$ cat src/rtl/shift_seq_pkg.sv
// Shared types for the shift sequencer: FSM state encoding, direction codes,
// and the per-step carry selection.
package shift_seq_pkg;

    typedef enum logic [1:0] {
        ST_IDLE  = 2'd0,
        ST_SHIFT = 2'd1,
        ST_DONE  = 2'd2
    } state_e;

    localparam logic DIR_LEFT  = 1'b0;
    localparam logic DIR_RIGHT = 1'b1;

    // The bit leaving the operand on one step depends only on the direction.
    function automatic logic step_carry(input logic dir,
                                        input logic bb_left,
                                        input logic bb_right);
        return (dir == DIR_RIGHT) ? bb_right : bb_left;
    endfunction

endpackage

$ cat src/rtl/shift_seq_ctrl_shift_4_bit.sv
// Single-position 4-bit shifter (combinational). select=0 shifts left,
// select=1 shifts right; bb_left/bb_right expose the bits leaving each edge.
module shift_4_bit (
    output logic [3:0] S,
    output logic       bb_right,
    output logic       bb_left,
    input  logic [3:0] D,
    input  logic       shift_in_right,
    input  logic       shift_in_left,
    input  logic       select
);

    always_comb begin
        if (select) begin
            S = {shift_in_left, D[3:1]};
        end else begin
            S = {D[2:0], shift_in_right};
        end
        bb_left  = D[3];
        bb_right = D[0];
    end

endmodule

$ cat src/rtl/shift_seq_ctrl.sv
// Multi-cycle shift sequencer driving one shift_4_bit per clock.
// Define SHIFT_SEQ_ROTATE_EN to honour in_rot (rotate instead of shift).
module shift_seq_ctrl
    import shift_seq_pkg::*;
#(
    parameter int unsigned AMT_W = 3
) (
    input  logic             clk,
    input  logic             rst,
    input  logic             in_valid,
    output logic             in_ready,
    input  logic [3:0]       in_data,
    input  logic             in_dir,
    input  logic [AMT_W-1:0] in_amt,
    input  logic             in_arith,
    input  logic             in_rot,
    output logic             out_valid,
    input  logic             out_ready,
    output logic [3:0]       out_data,
    output logic             out_carry,
    output logic             busy
);

    state_e           state_q, state_d;
    logic [3:0]       work_q, work_d;
    logic [AMT_W-1:0] cnt_q, cnt_d;
    logic             carry_q, carry_d;
    logic             dir_q, dir_d;
    logic             arith_q, arith_d;
    logic             rot_q;

    logic [3:0]       sh_s;
    logic             sh_bb_left, sh_bb_right;
    logic             sh_in_right, sh_in_left;

`ifdef SHIFT_SEQ_ROTATE_EN
    logic rot_d;
`else
    logic unused_rot;
    assign unused_rot = in_rot;
    assign rot_q      = 1'b0;
`endif

    shift_4_bit u_shift (
        .S              (sh_s),
        .bb_right       (sh_bb_right),
        .bb_left        (sh_bb_left),
        .D              (work_q),
        .shift_in_right (sh_in_right),
        .shift_in_left  (sh_in_left),
        .select         (dir_q)
    );

    // Fill mux: rotate wins over arithmetic fill; unused shift-in stays 0.
    always_comb begin
        sh_in_right = 1'b0;
        sh_in_left  = 1'b0;
        if (dir_q == DIR_LEFT) begin
            sh_in_right = rot_q ? work_q[3] : 1'b0;
        end else begin
            sh_in_left = rot_q ? work_q[0] : (arith_q ? work_q[3] : 1'b0);
        end
    end

    always_comb begin
        state_d = state_q;
        work_d  = work_q;
        cnt_d   = cnt_q;
        carry_d = carry_q;
        dir_d   = dir_q;
        arith_d = arith_q;
`ifdef SHIFT_SEQ_ROTATE_EN
        rot_d   = rot_q;
`endif
        case (state_q)
            ST_IDLE: begin
                if (in_valid) begin
                    work_d  = in_data;
                    dir_d   = in_dir;
                    arith_d = in_arith;
`ifdef SHIFT_SEQ_ROTATE_EN
                    rot_d   = in_rot;
`endif
                    cnt_d   = in_amt;
                    carry_d = 1'b0;
                    state_d = (in_amt == '0) ? ST_DONE : ST_SHIFT;
                end
            end
            ST_SHIFT: begin
                work_d  = sh_s;
                cnt_d   = cnt_q - AMT_W'(1);
                carry_d = step_carry(dir_q, sh_bb_left, sh_bb_right);
                if (cnt_q == AMT_W'(1)) begin
                    state_d = ST_DONE;
                end
            end
            ST_DONE: begin
                if (out_ready) begin
                    state_d = ST_IDLE;
                end
            end
            default: state_d = ST_IDLE;
        endcase
    end

    always_ff @(posedge clk or posedge rst) begin
        if (rst) begin
            state_q <= ST_IDLE;
            work_q  <= '0;
            cnt_q   <= '0;
            carry_q <= 1'b0;
            dir_q   <= DIR_LEFT;
            arith_q <= 1'b0;
`ifdef SHIFT_SEQ_ROTATE_EN
            rot_q   <= 1'b0;
`endif
        end else begin
            state_q <= state_d;
            work_q  <= work_d;
            cnt_q   <= cnt_d;
            carry_q <= carry_d;
            dir_q   <= dir_d;
            arith_q <= arith_d;
`ifdef SHIFT_SEQ_ROTATE_EN
            rot_q   <= rot_d;
`endif
        end
    end

    assign in_ready  = (state_q == ST_IDLE);
    assign out_valid = (state_q == ST_DONE);
    assign busy      = (state_q == ST_SHIFT) || (state_q == ST_DONE);
    assign out_data  = work_q;
    assign out_carry = carry_q;

endmodule

$ cat config.mk
export PLATFORM = sky130hd
export DESIGN_NAME = shift_seq_ctrl
export DESIGN_NICKNAME = d
export VERILOG_FILES = /design/src/rtl/shift_seq_pkg.sv /design/src/rtl/shift_seq_ctrl_shift_4_bit.sv /design/src/rtl/shift_seq_ctrl.sv
export SDC_FILE = /design/constraint.sdc
export NUM_CORES = 1
export LEC_CHECK = 0
export ABC_AREA = 1
export CAP_MARGIN = 5
export CELL_PAD_IN_SITES_DETAIL_PLACEMENT = 0
export CELL_PAD_IN_SITES_GLOBAL_PLACEMENT = 1
export CORE_MARGIN = 3
export CORE_UTILIZATION = 32
export CTS_BUF_LIST = sky130_fd_sc_hd__clkbuf_4 sky130_fd_sc_hd__clkbuf_8 sky130_fd_sc_hd__clkbuf_16
export DETAILED_ROUTE_END_ITERATION = 8
export PLACE_DENSITY_LB_ADDON = 0.1
export SLEW_MARGIN = 0
export SYNTH_ARGS = -nofsm -noshare
export SYNTH_HDL_FRONTEND = slang
export SYNTH_HIERARCHICAL = 1
export SYNTH_SLANG_ARGS = --single-unit
$ cat constraint.sdc
create_clock -name clk -period 1.45 [get_ports clk]
set_input_delay 0.29 -clock clk [delete_from_list [all_inputs] [get_ports clk]]
set_output_delay 0.29 -clock clk [all_outputs]
set_load 0.01 [all_outputs]
==> impl_metrics.py <==
metrics = {
    "synth": {
        "yosys_warnings": 6,
        "synth_area_um2": 811,
        "syn_nets": 139,
        "ys_seq_elements": 12,
        "synthCells": 120,
        "ys_seq_area_frac": 0.370,
        "syn_area_per_cell_um2": 6.76,
        "ys_types": 17,
    },
    "routing": {
        "drc": 0,
        "vias": 758,
        "highest_layer": "met4",
        "via_per_inst": 4.33,
        "wirelength_met1_um": 836,
        "wirelength_mm": 1.79,
        "dr_wl_met2_um": 857,
        "dr.pass1.iters": 4,
        "wl_per_cell_um": 10.2,
        "ant_nets": 0,
        "wl_met3_um": 72,
        "drtIter0Drc": 15,
    },
    "cts": {
        "htreeDepth": 1,
        "cts_max_path_buffers": 2,
        "numCtsBuffers": 3,
        "clk_pin_slew_ps": 70,
        "cts_root_buffer": "clkbuf_4",
        "cts_tree": "done",
        "hold_buffers": 0,
        "cts.sinks": 12,
        "clk_latency_ps": 270,
    },
    "finish": {
        "fin_cells": 175,
        "final_cell_area_mm2": 0.00109,
        "n_antenna_cell": 0,
        "final.fill_count": 256,
        "drive_gt1_frac": 0.150,
        "syn_to_final_growth_pct": 34.1,
        "layout.nets": 168,
    },
    "critical_path": {
        "path_cells": "buf_4, ha_1, buf_2",
        "endpoint_kind": "primary output",
        "path_delay_family": "flip-flops",
        "crit_fanout": 2,
        "slowest_delay_ps": 380,
        "worst_ep_required_time_ps": 1160,
        "worst-setup-path-type": "reg2out",
        "path_buf_inv": 2,
        "slowest_stage": "dfrtp_1",
        "crit_arrival_ps": 1100,
        "start_kind": "register",
    },
    "grt": {
        "grt_max_degree": 13,
        "grt_overflow_total": 0,
        "grt_pass1_wl_mm": 3.06,
        "grt_pass1_vias": 762,
        "grt_antenna_before_repair": 0,
        "grt_usage": 0.122,
    },
    "die": {
        "initial_utilization": 0.353,
        "dieArea_mm2": 0.00317,
        "die_h_um": 56.3,
        "die_x_um": 56.3,
        "rows": 17,
        "core_mm2": 0.00230,
        "ios": 22,
    },
    "placed_design": {
        "finalWeightedCongestion": 0.758,
        "dpl.hpwl_mm": 1.39,
        "dp_cells": 171,
        "place_area_mm2": 0.00106,
        "numPortBuffers": 20,
    },
    "pwr": {
        "total_power_w": 0.00214,
        "power_density_mw_per_mm2": 1970,
        "vdd_drop_max_uv": 1250,
        "total_leakage_power_nw": 0.618,
    },
    "sta": {
        "setup_viol": 0,
        "finalSetupTns_ps": 0,
        "fmax_ghz": 0.721,
        "maxSlewViolCount": 0,
        "finalHoldViolCount": 0,
        "finalClockSkew_ps": 0.241,
        "fin_crit_sh": 0.957,
        "fin_crit_ps": 1390,
    },
    "hold_path": {
        "hold_class": "in2async",
    },
    "flow_run": {
        "maxCapViolations": 0,
    },
    "status": {
        "outcome": "finished, final reports clean",
    },
}
-- placed cells by master, fill, tap and decap left out, drive strengths merged --
| cell type | count |
|---|---|
| a21boi | 1 |
| a21oi | 3 |
| buf | 11 |
| clkbuf | 4 |
| clkdlybuf4s50 | 12 |
| conb | 1 |
| dfrtp | 12 |
| dlygate4sd2 | 5 |
| ha | 5 |
| inv | 16 |
| nand2 | 60 |
| nand3 | 5 |
| nor2 | 4 |
| nor3 | 1 |
| o21ai | 6 |
| or2 | 1 |
-- power breakdown --
part | total, W | switching [W] | internal (W)
Sequential | 0.000615 | 0.000122 | 0.000493
Clock | 0.000203 | 0.000107 | 0.0000960
Combinational | 0.00133 | 0.000736 | 0.000589
Total | 0.00214 | 0.000965 | 0.00118
-- flip-flops by register name (all words and copies together) (netlist names) --
register,cells
out_data,4
cnt_q,3
state_q,2
arith_q,1
dir_q,1
out_carry,1
-- worst paths after layout --
path | endpoint | from | cells past startpoint | slack [ps]
min in group clk | out_carry | out_carry | 2 | 470
worst min register to register | out_carry | out_carry | 2 | 470
max in group asynchronous | state_q[0] | rst | 2 | 780
worst max register to register | out_data[3] | state_q[1] | 7 | 70
worst max-delay path | out_valid | state_q[1] | 3 | 60
worst min-delay path | cnt_q[1] | rst | 2 | 340
-- layout make-up --
cell class	instances	area (um2)	area share
multi-input combinational	87	422	0.388
timing repair buffer	29	248	0.228
sequential	12	300	0.276
clock buffer	3	22.5	0.0207
tap	28	35.0	0.0322
inverter	16	60.1	0.0552
-- Yosys cell counts --
cell	instances	share of area
nand2_1	59	0.27
inv_1	14	0.065
dfrtp_1	12	0.37
ha_1	5	0.077
nand3_1	5	0.031
o21ai_0	5	0.031
nor2_1	4	0.019
a21oi_1	3	0.019
buf_6	3	0.042
buf_4	2	0.019
inv_2	2	0.0093
a21boi_0	1	0.0093
conb_1	1	0.0046
nand2_2	1	0.0077
nor3_1	1	0.0062
o21ai_2	1	0.011
or2_2	1	0.0077
-- stage by stage --
step	utilization	setup WS, ps	hold slack [ps]
after global routing	0.473	-12.3	390
after detailed placement	0.460	-28.1	463
final	0.473	62.6	339
after CTS	0.463	4.16	361
after global placement	0.460	-14.0	457
after floorplan	-	175	155
-- per-layer routing --
metal	global-route usage	up-vias
li1	-	414
met3	0.0276	2
met1	0.137	330
met4	0.0644	0
met2	0.212	12
met5	0	-
-- timing repair --
item                                    in CTS  in global routing
buffers inserted                             0                  0
resized for setup                           15                  6
endpoints found under the setup margin       8                  9
gates cloned                                 0                  1
hold endpoints to repair                     0                  0
pin swaps                                    0                  1
-- cells by family after synthesis --
group           synth area share
simple gates               0.344
fa+ha+maj                 0.0772
other cells              0.00463
compound gates            0.0694
flops                      0.370
buf+inv                    0.134
Power figures use the tool's default switching activity.
